===== src/rtl/li_channel_mixer.sv =====
// Converts sign-magnitude operator samples to two's complement and sums the carriers of one frame
// into melody and rhythm words, published saturated with a one-cycle valid strobe.
module li_channel_mixer #(
   parameter int unsigned SLOTS = 18,
   parameter int unsigned W_OUT = 14,
   parameter int unsigned W_ACC = 16
) (
   input  logic                    clk,
   input  logic                    reset,
   input  logic                    frame_start,
   input  logic                    li_valid,
   input  logic                    li_sign,
   input  logic [8:0]              li_value,
   input  logic                    is_carrier,
   input  logic                    is_rhythm,
   output logic signed [W_OUT-1:0] melody_out,
   output logic signed [W_OUT-1:0] rhythm_out,
   output logic                    out_valid,
   output logic                    overrun
);

   localparam int unsigned CntW = $clog2(SLOTS + 1);
   localparam logic signed [W_ACC-1:0] AccMax = {{(W_ACC - W_OUT + 1){1'b0}}, {(W_OUT - 1){1'b1}}};
   localparam logic signed [W_ACC-1:0] AccMin = ~AccMax;

   typedef enum logic [1:0] {StIdle, StAccum, StPublish} state_e;

   state_e                    state_q, state_d;
   logic signed [W_ACC-1:0]   mel_acc_q, mel_acc_d;
   logic signed [W_ACC-1:0]   rhy_acc_q, rhy_acc_d;
   logic        [CntW-1:0]    cnt_q, cnt_d;
   logic signed [W_OUT-1:0]   melody_q, melody_d;
   logic signed [W_OUT-1:0]   rhythm_q, rhythm_d;
   logic                      out_valid_q, out_valid_d;
   logic                      overrun_q, overrun_d;

   logic signed [W_ACC-1:0]   samp_mag;
   logic signed [W_ACC-1:0]   samp;
   logic signed [W_ACC-1:0]   load_mel;
   logic signed [W_ACC-1:0]   load_rhy;
   logic                      restart;

   function automatic logic signed [W_OUT-1:0] sat(input logic signed [W_ACC-1:0] a);
      logic signed [W_ACC-1:0] c;
      if (a > AccMax) begin
         c = AccMax;
      end else if (a < AccMin) begin
         c = AccMin;
      end else begin
         c = a;
      end
      return c[W_OUT-1:0];
   endfunction

   // Negating a zero magnitude yields zero, so no negative zero can appear.
   always_comb begin
      samp_mag = {{(W_ACC - 9){1'b0}}, li_value};
      samp     = li_sign ? -samp_mag : samp_mag;
      load_mel = (li_valid && is_carrier && !is_rhythm) ? samp : '0;
      load_rhy = (li_valid && is_carrier && is_rhythm) ? samp : '0;
   end

   always_comb begin
      state_d     = state_q;
      mel_acc_d   = mel_acc_q;
      rhy_acc_d   = rhy_acc_q;
      cnt_d       = cnt_q;
      melody_d    = melody_q;
      rhythm_d    = rhythm_q;
      out_valid_d = 1'b0;
      overrun_d   = overrun_q;
      restart     = 1'b0;

      unique case (state_q)
         StIdle: begin
            if (frame_start) begin
               restart = 1'b1;
            end
         end
         StAccum: begin
            if (frame_start) begin
               restart   = 1'b1;
               overrun_d = 1'b1;
            end else if (li_valid) begin
               cnt_d = cnt_q + CntW'(1);
               if (is_carrier) begin
                  if (is_rhythm) begin
                     rhy_acc_d = rhy_acc_q + samp;
                  end else begin
                     mel_acc_d = mel_acc_q + samp;
                  end
               end
               if (cnt_d == CntW'(SLOTS)) begin
                  state_d = StPublish;
               end
            end
         end
         StPublish: begin
            melody_d    = sat(mel_acc_q);
            rhythm_d    = sat(rhy_acc_q);
            out_valid_d = 1'b1;
            mel_acc_d   = '0;
            rhy_acc_d   = '0;
            cnt_d       = '0;
            state_d     = StIdle;
            if (frame_start) begin
               restart = 1'b1;
            end
         end
         default: begin
            state_d = StIdle;
         end
      endcase

      // A new frame overrides whatever the current state decided for the accumulators.
      if (restart) begin
         mel_acc_d = load_mel;
         rhy_acc_d = load_rhy;
         cnt_d     = CntW'(li_valid);
         state_d   = (li_valid && (SLOTS == 1)) ? StPublish : StAccum;
      end
   end

   always_ff @(posedge clk or negedge reset) begin
      if (!reset) begin
         state_q     <= StIdle;
         mel_acc_q   <= '0;
         rhy_acc_q   <= '0;
         cnt_q       <= '0;
         melody_q    <= '0;
         rhythm_q    <= '0;
         out_valid_q <= 1'b0;
         overrun_q   <= 1'b0;
      end else begin
         state_q     <= state_d;
         mel_acc_q   <= mel_acc_d;
         rhy_acc_q   <= rhy_acc_d;
         cnt_q       <= cnt_d;
         melody_q    <= melody_d;
         rhythm_q    <= rhythm_d;
         out_valid_q <= out_valid_d;
         overrun_q   <= overrun_d;
      end
   end

   assign melody_out = melody_q;
   assign rhythm_out = rhythm_q;
   assign out_valid  = out_valid_q;
   assign overrun    = overrun_q;

endmodule


===== config.mk =====
export PLATFORM = sky130hd
export DESIGN_NAME = li_channel_mixer
export DESIGN_NICKNAME = d
export VERILOG_FILES = /design/src/rtl/li_channel_mixer.sv
export SDC_FILE = /design/constraint.sdc
export NUM_CORES = 1
export LEC_CHECK = 0
export BUFFER_PORTS_ARGS = -buffer_cell sky130_fd_sc_hd__buf_2
export CELL_PAD_IN_SITES_DETAIL_PLACEMENT = 0
export CELL_PAD_IN_SITES_GLOBAL_PLACEMENT = 1
export CORE_ASPECT_RATIO = 1.25
export CORE_UTILIZATION = 49
export DETAILED_ROUTE_END_ITERATION = 8
export PLACE_DENSITY = 0.87
export SETUP_SLACK_MARGIN = 0.4
export SYNTH_ARGS = -nofsm -noshare
export SYNTH_HDL_FRONTEND = slang
export SYNTH_SLANG_ARGS = --single-unit

===== constraint.sdc =====
create_clock -name clk -period 5.59 [get_ports clk]
set_input_delay 0.8385 -clock clk [delete_from_list [all_inputs] [get_ports clk]]
set_output_delay 0.8385 -clock clk [all_outputs]
set_load 0.005 [all_outputs]

# Word level (Yosys, flattened, before mapping)
# Index checks and enable logic that the tools add are counted.
# W data, S select, Z words.
# totals
input_bits	16
word_cells	69
reg_bits	69
output_inout_bits	30
# classes
n_lt_le_gt_ge	4
muxes	31
add_sub_neg	4
n_eq_ne	10
reduce_logical	12
# op_table
operator	n
$mux W16	13
$pmux W16 S2	2
$mux W14	4
$add A16 B16 Y16	2
$gt A16 B14 Y1 const B	2
$lt A16 B14 Y1 const B	2
$ne A3 B3 Y1 const B	6
$neg A9 Y16	1
$mux W5	3
$pmux W5 S2	1
$reduce_and A5 Y1	2
$mux W2	4
$add A5 B1 Y5 const B	1
$eq A5 B5 Y1 const B	1
$pmux W2 S2	1
$reduce_and A4 Y1	1
$logic_and A1 B1 Y1	3
$mux W1	3
$reduce_and A3 Y1	1
$reduce_bool A3 Y1	1
$reduce_or A3 Y1	1
$eq A2 B1 Y1 const B	1
$eq A2 B2 Y1 const B	1
$logic_not A2 Y1	1
3 further kinds	3

# Longest topological paths before layout
# Gate-level depths: netlist (run 1).
# depth
depth_word	9
mapped_depth	14
depth_no_buf	14

# Worst setup path after synthesis (run 1)
# OpenSTA, ideal clock, no wires.
# synth_timing
kind	input -> register
startpoint	input port li_value[6]
endpoint	register rhy_acc_q[15]
path_stages	11
path_buffers	0
slack_ns	1.765
required_time_ns	5.491
setup_ns	0.099
arrival_ns	3.726
cell_sequence	or4_4 > or4_4 > and2_1 > ha_1 > a21o_1 > a21oi_1 > or3b_1 > o221ai_1 > o31a_1 > o22ai_1 > a311oi_1
# synth_between
elab_chain_cells	9
elab_cells_between_ends	10
classes_between	add/sub: 2; mux: 8
# synth_lines
element	line_no	rtl
start: declaration	13	input logic [8:0] li_value,
$neg A9 Y16	58	samp = li_sign ? -samp_mag : samp_mag;
$mux W16 (*)	58	
$add A16 B16 Y16	88	rhy_acc_d = rhy_acc_q + samp;
$mux W16	87	if (is_rhythm) begin
$mux W16	86	if (is_carrier) begin
$mux W16	84	end else if (li_valid) begin
$mux W16	81	if (frame_start) begin
$pmux W16 S2	74	unique case (state_q)
$mux W16 (*)	116	if (restart) begin
end signal: assignment	137	rhy_acc_q <= rhy_acc_d;
end: declaration	30	logic signed [W_ACC-1:0] rhy_acc_q, rhy_acc_d;
# Every way passes the cells marked *; elsewhere a longest branch is shown, timed or not. The select of a mux whose other input is x is not followed.
# A chain may end at the register's enable or synchronous reset.

# Worst setup path after layout (run 1)
# Same ends and word-level chain as after synthesis.

==> impl_results.md, run 1 <==
* Outcome: complete, no violations
* Post-Synthesis Cell Area at 4980 µm²
* Area leader, netlist: dfrtp_1
* Busiest grt layer: met2
* Vias in the first global route at 4199
* Root buffer cell: clkbuf_16
* Commonest non-fill, non-tap cells in the layout: nand2_1 (95), o21ai_0 (74), dfrtp_1 (69), nor2_1 (53), a21oi_1 (46)
* Clock Latency Late Sink at 0.33 ns
* CP max FO at 6
* Slowest CP cell: or4_4
* Primary FF master, synth: dfrtp_1
* CP endpoint kind: register
* Post-synthesis mux area share at 0.00804
* Hold EP: overrun$_DFFE_PN0P_
* Synth cell types at 54
* Commonest non-fill, non-tap cell in the layout: nand2_1
* Sequential share of the synthesized area at 0.347
* XOR/XNOR Fraction of Synth Area at 0.0510
* Hold WS at 0.467 ns
* Hold buffer count at cts at 0
* Hold Path Class: reg -> reg
* Worst r2r path cells at 6
* Worst EP required at 5.83 ns
* Critical-path cell list: buf_2, or4_4, o31ai_1, xor2_1, inv_1, ha_1, a21oi_1, o21ai_0, or3b_1, o221ai_1, o31a_1, o22ai_1, a311oi_1
* TritonCTS clock tree: built
* Area of the multi-input gates at 3050 µm²
* Cells resized by post-CTS repair at 0
* Total iterations of the first detailed-routing run at 5
* Routed len/inst at 15.9 µm
* Max-Cap Viols at 0
* Final setup violating endpoints at 0
* Max VDD drop at 0.148 mV
* Synth Area in Compound Gates at 0.264
* Area Overhead vs Synth at 12.7%
* Startpoint of the worst hold path: overrun$_DFFE_PN0P_
* Measured slew at the worst slew-check pin at 1.12 ns
* Die H at 115 µm
* Reg-to-Reg Start: state_q[0]$_DFFE_PN0P_
* Worst path max stage delay at 0.55 ns
* Drt total wl at 12300 µm
* Share of the synthesized area in the top cell type at 0.347
* CP Depth at 13
* Fillers at 888
* Drc violations at 0
* Final Net Count at 698
* Diode count at 0
* Buf/Inv on CP at 2
* Leak at 2.61 nW
* Pwr Total at 2.33 mW
* Initial antenna violation count at 0
* Proportion of layout cells with a drive suffix above 1 at 0.119
* Total grt overflow at 0
* Maximum buffer depth of the clock tree at 2
* Met1 Usage GRT at 0.318
* # rows at 40
* Post-route minimum period at 3.88 ns
* Yosys reg bits at 69
* Max Clock Freq at 258 MHz
* Worst r2r dst: rhy_acc_q[15]$_DFFE_PN0P_
* Rel. slew slack at 0.253
* Final worst path period share at 0.694
* Gp weighted congestion at 0.944
* Vias at 4499
* Max-slew violation count at 0
* Worst setup startpoint: li_value[6]
* Fraction of registers with async set/reset at 1.00
* Clock H-tree levels at 3
* Met3 Use GR at 0.0372
* Top cells by area, synth: dfrtp_1 (35%), ha_1 (9.3%), o21ai_0 (7.7%)
* Post-detail-place hpwl at 9280 µm
* Antenna viol nets, final at 0
* Final Hold Viols at 0
* CP top delay family: compound AO/OA/AOI/OAI gates
* Post-synth EDFFs at 0
* GRT Util Overall at 0.246
* Synth Area in Adders at 0.101
* Worst clock skew at 0.00472 ns
* Syn_nets at 668
* Arrival @ worst endpoint at 4.12 ns
* CTS sink cnt at 69
* CP Launch Type: primary input
* Reg2Reg Setup Slack at 2.57 ns
* Hold path depth at 1
* Largest family of logic cells by synthesized area: compound AO/OA/AOI/OAI gates
* Drt initial violations at 248
* Post-Synthesis Cells at 613
* Port buffer count at 45
* First-pass GRT wire length at 20200 µm
* Total CTS buffers at 9
* Core footprint at 9760 µm²
* Final core utilization at 0.575
* Unrepaired setup endpoints after global routing: no
* Largest net degree at the start of global routing at 70
* Die width at 92.1 µm
* CTS clk-pin slew, worst paths at 0.06 ns
* Sequential cell area at 1730 µm²
* Starting Density at 0.510
* Met2 global-route usage at 0.400
* Post-Synth Simple-Gate Area at 0.187
* Mean Syn Cell Area at 8.12 µm²
* Syn. warnings at 0
* Setup TNS at 0 ns
* Power Density at 416 nW/µm²
* Vias per cell at 5.81
* Post CTS Setup Buffer Count at 0
* Die Area at 10600 µm²
* Crit Path Category: in -> reg
* IO Count at 46
## metrics by stage
stage | setup slack (ns) | cells | instance area (µm²)
after CTS | 1.75 | 774 | 5610
after global placement | 1.52 | 758 | 5290
final | 1.71 | 774 | 5610
after floorplan | 1.76 | 613 | 4980
after detailed placement | 1.43 | 758 | 5290
after global routing | 1.51 | 774 | 5610
## cell type report
| cell class | instances | share of cell area |
|---|---|---|
| Tap cell | 126 | 0.0281 |
| Multi-Input combinational cell | 489 | 0.544 |
| Clock inverter | 2 | 0.00691 |
| Sequential cell | 69 | 0.308 |
| Timing Repair Buffer | 49 | 0.0455 |
| Clock buffer | 14 | 0.0506 |
| Inverter | 25 | 0.0167 |
## synth_stat cells, drive strengths merged, types with 6 or more instances
cell type	n
nand2	96
o21ai	79
dfrtp	69
nor2	53
a21oi	46
ha	37
clkbuf	25
inv	25
xnor2	15
o221ai	14
xor2	14
o21a	13
nand2b	9
nand3	9
a211oi	8
a21o	7
and2	7
and3	6
o22ai	6
o31ai	6
## how the worst max path moves through the flow
stage                                      to  slack, ns
global placement    rhy_acc_q[15]$_DFFE_PN0P_       1.52
global route        rhy_acc_q[15]$_DFFE_PN0P_       1.51
detailed placement  rhy_acc_q[15]$_DFFE_PN0P_       1.43
finish              rhy_acc_q[15]$_DFFE_PN0P_       1.71
CTS                 rhy_acc_q[15]$_DFFE_PN0P_       1.75
floorplan           rhy_acc_q[15]$_DFFE_PN0P_       1.76
## cells by family (layout without fill, tap and decap cells)
group           Yosys count  in the layout
mux                       4              4
fa+ha+maj                39             39
compound gates          212            212
simple gates            205            205
xor+xnor                 29             29
flops                    69             69
buf+inv                  55             90
## state kept, by name, indices dropped and copies added, names as in the netlist
signal	count
rhythm_out	14
state_q	2
melody_out	14
cnt_q	5
mel_acc_q	16
overrun	1
rhy_acc_q	16
out_valid	1
## metal layers
metal  routed length, µm  part of all wire
met1                5620              0.46
met2                5770              0.47
met3                 500             0.041
met4                 412             0.033
met5                   0                 0
## power by group
group          internal (mW)  switching (mW)
registers              0.579           0.143
clock network          0.395           0.207
logic                  0.436           0.574
total                   1.41           0.924
Power figures use the tool's default switching activity.
==> inputs of run 2 (changes only) <==
--- a/config.mk
+++ b/config.mk
@@ -5,13 +5,14 @@
 export SDC_FILE = /design/constraint.sdc
 export NUM_CORES = 1
 export LEC_CHECK = 0
+export ABC_AREA = 1
 export BUFFER_PORTS_ARGS = -buffer_cell sky130_fd_sc_hd__buf_2
 export CELL_PAD_IN_SITES_DETAIL_PLACEMENT = 0
 export CELL_PAD_IN_SITES_GLOBAL_PLACEMENT = 1
 export CORE_ASPECT_RATIO = 1.25
-export CORE_UTILIZATION = 49
+export CORE_UTILIZATION = 44
 export DETAILED_ROUTE_END_ITERATION = 8
-export PLACE_DENSITY = 0.87
+export PLACE_DENSITY = 0.83
 export SETUP_SLACK_MARGIN = 0.4
 export SYNTH_ARGS = -nofsm -noshare
 export SYNTH_HDL_FRONTEND = slang
==> constraint.sdc (replaced) <==
create_clock -name clk -period 3.9 [get_ports clk]
set_input_delay 0.585 -clock clk [delete_from_list [all_inputs] [get_ports clk]]
set_output_delay 0.585 -clock clk [all_outputs]
set_load 0.005 [all_outputs]
==> run 2 against run 1 <==
Effect of this change: clock power up 48%; non-clock buffer count unchanged; combinational power up 140%; final area up 7.4%; critical path depth up 2; sequential power up 79%; via count up 12%; register-to-register slack worse by 1.0 ns; count of clock-buffer cells in the layout down 5; utilization down 5.9 points; largest cell class unchanged; highest routed layer unchanged.
==> impl_results.md, run 2 <==
* Outcome: complete, no violations
* Top cells by area, synth: dfrtp_1 (33%), nand2_1 (20%), ha_1 (8.7%)
* Synth Area in Compound Gates at 0.113 (-0.151)
* Arrival @ worst endpoint at 3.12 ns (-1.00 ns)
* Post-synthesis mux area share at 0 (-0.00804)
* Total CTS buffers at 9 (unchanged)
* Measured slew at the worst slew-check pin at 0.937 ns (-0.183 ns)
* Total grt overflow at 0 (unchanged)
* Largest net degree at the start of global routing at 40 (-43%)
* CP endpoint kind: register
* CTS clk-pin slew, worst paths at 0.06 ns (about the same)
* CP max FO at 6 (unchanged)
* Post-detail-place hpwl at 11100 µm (+20%)
* Final Net Count at 895 (+28%)
* Max-slew violation count at 0 (unchanged)
* Drt total wl at 14300 µm (+16%)
* Vias per cell at 5.01 (-14%)
* Initial antenna violation count at 0 (unchanged)
* Max VDD drop at 0.337 mV (+130%)
* Yosys reg bits at 69 (unchanged)
* Drt initial violations at 196 (-21%)
* Clock Latency Late Sink at 0.33 ns (about the same)
* Final worst path period share at 0.732
* Die width at 100 µm (+8.8%)
* Synth Area in Adders at 0.0948 (-0.00624)
* First-pass GRT wire length at 23500 µm (+17%)
* Worst clock skew at 0.00558 ns (+0.000859 ns)
* Primary FF master, synth: dfrtp_1
* Routed len/inst at 14.2 µm (-11%)
* Worst r2r dst: rhy_acc_q[15]$_DFFE_PN0P_
* Synth cell types at 39 (-28%)
* Hold WS at 0.373 ns (-0.0935 ns)
* Layout Cell Area excl Fill at 6030 µm² (+7.4%)
* DP Area at 5700 µm² (+7.8%)
* Fraction of registers with async set/reset at 1.00 (unchanged)
* TritonCTS clock tree: built
* Die Area at 12500 µm² (+18%)
* Syn_nets at 847 (+27%)
* Vias at 5042 (+12%)
* Worst path max stage delay at 0.51 ns (-0.04 ns)
* Post-Synthesis Cells at 792 (+29%)
* CTS sink cnt at 69 (unchanged)
* Worst r2r path cells at 9 (+3)
* Commonest non-fill, non-tap cells in the layout: nand2_1 (289), inv_1 (105), dfrtp_1 (69), nor2_1 (61), nand3_1 (58)
* Slowest CP cell: xor2_1
* Maximum buffer depth of the clock tree at 2 (unchanged)
* Post-synth EDFFs at 0 (unchanged)
* Most frequent CP cell: nand2_1
* Commonest non-fill, non-tap cell in the layout: nand2_1
* Hold Path Class: in -> async
* Critical-path cell list: buf_2, nor2_1, nor2_1, a21oi_1, xor2_1, ha_1, nand2_1, inv_1, a21oi_1, nand2_1, nand2_1, nand2_1, nand2_1, nand3_1, a21boi_1
* Cells resized by post-CTS repair at 0 (unchanged)
* Max Clock Freq at 350 MHz
* Root buffer cell: clkbuf_16
* Starting Density at 0.455 (-0.0555)
* Crit Path Category: in -> reg
* Total iterations of the first detailed-routing run at 5 (unchanged)
* Diode count at 0 (unchanged)
* Vias in the first global route at 4879 (+16%)
* Post-synth top cells: nand2_1 (289), inv_1 (105), dfrtp_1 (69)
* Top Registers: mel_acc_q (16), rhy_acc_q (16)
* Proportion of layout cells with a drive suffix above 1 at 0.102 (-0.0171)
* IO Count at 46 (unchanged)
* Buf/Inv on CP at 2 (unchanged)
* # rows at 44 (+10%)
* Die H at 125 µm (+8.8%)
* Area Overhead vs Synth at 13.6%
* CP top delay family: simple AND/OR/NAND/NOR gates
* Final Hold Viols at 0 (unchanged)
* Mean Syn Cell Area at 6.70 µm² (-18%)
* Area leader, netlist: dfrtp_1
* Worst EP required at 4.16 ns (-1.67 ns)
* Final setup violating endpoints at 0 (unchanged)
* Post CTS Setup Buffer Count at 0 (unchanged)
* Syn. warnings at 0 (unchanged)
* Final core utilization at 0.516 (-0.0586)
* Rel. slew slack at 0.375 (+0.122)
* Power Density at 764 nW/µm² (+84%)
* Sequential share of the synthesized area at 0.325 (-0.0214)
* Post-Synthesis Cell Area at 5310 µm² (+6.6%)
* Drc violations at 0 (unchanged)
* Post-Synth Simple-Gate Area at 0.356 (+0.169)
* CP Launch Type: primary input
* Port buffer count at 45 (unchanged)
* Clock H-tree levels at 3 (unchanged)
* Setup TNS at 0 ns (unchanged)
* Leak at 3.32 nW (+27%)
* Reg-to-Reg Start: state_q[0]$_DFFE_PN0P_
* Largest family of logic cells by synthesized area: simple AND/OR/NAND/NOR gates
* Dominant cell by count in the synthesized netlist: nand2_1
* Share of the synthesized area in the top cell type at 0.325 (-0.0214)
* Core footprint at 11700 µm² (+20%)
* GRT Util Overall at 0.242 (-0.00472)
* Hold buffer count at cts at 0 (unchanged)
* Max-Cap Viols at 0 (unchanged)
* Gp weighted congestion at 0.904 (-4.3%)
* Antenna viol nets, final at 0 (unchanged)
* Reg2Reg Setup Slack at 1.54 ns (-1.03 ns)
* XOR/XNOR Fraction of Synth Area at 0.0215 (-0.0296)
* Post-route minimum period at 2.86 ns
* Unrepaired setup endpoints after global routing: no
[run 2: changes by cell type in the layout (fill, tap and decap cells not counted), moves of 11 or more]
cell and change:
nand2_1 +194, inv_1 +81, nand3_1 +49, o21ai_0 -29, a21oi_1 -19, o221ai_1 -14, xnor2_1 -11
[run 2: area by class of cell]
| type | count | area [µm²] |
|---|---|---|
| Multi-Input combinational cell | 601 | 3100 |
| Clock buffer | 9 | 225 |
| Clock inverter | 7 | 100 |
| Fill cell | 1223 | 5650 |
| Tap cell | 161 | 201 |
| Sequential cell | 69 | 1730 |
| Timing Repair Buffer | 49 | 255 |
| Inverter | 110 | 413 |
[run 2: worst max path at each step]
| stage | startpoint | end | cells after the start |
|---|---|---|---|
| 3_3_place_gp | li_sign | rhy_acc_q[7]$_DFFE_PN0P_ | 15 |
| 6_report | li_value[4] | mel_acc_q[11]$_DFFE_PN0P_ | 15 |
| 4_1_cts | li_value[4] | rhy_acc_q[7]$_DFFE_PN0P_ | 15 |
| 3_5_place_dp | li_value[4] | rhy_acc_q[7]$_DFFE_PN0P_ | 15 |
| 2_1_floorplan | li_value[0] | rhy_acc_q[7]$_DFFE_PN0P_ | 17 |
| 5_1_grt | li_value[4] | mel_acc_q[11]$_DFFE_PN0P_ | 15 |
[run 2: per-layer routing]
layer  part of all wire  wire length [µm]  up-vias  GRT usage
met5                  0                 0        -          0
li1                   -                 -     2610          -
met3              0.026               365       24     0.0196
met1               0.45              6460     2316      0.298
met4              0.026               371        0      0.105
met2               0.50              7100       92      0.424
[run 2: worst reg2reg max path: stages, from the launching register on]
cell and delay (ns):
dfrtp_1 0.50, nor2_4 0.34, nor2_4 0.23, nand2_4 0.13
nand2_4 0.07, a21oi_4 0.48, inv_2 0.26, nand2_1 0.14
inv_1 0.05, a21oi_1 0.10
[run 2: through the flow]
step	cells	power (mW)	setup WS, ns
floorplan	792	3.03	1.33
global placement	990	3.68	0.708
detailed placement	990	3.73	0.674
CTS	1006	4.64	1.03
global route	1006	5.07	0.660
finish	1006	4.61	1.04
[run 2: logic make-up after synthesis]
group / count (synthesis)
AOI/OAI and AO/OA: 101
xor gates and xnor gates: 13
adders and majority gates: 39
buffers and inverters: 122
DFF: 69
and+or+nand+nor: 448
[run 2: power by group]
part,switching [mW],internal [mW],total [mW],leakage [nW]
logic,1.49,0.935,2.42,2.31
registers,0.263,1.03,1.29,0.858
clock network,0.328,0.562,0.889,0.148
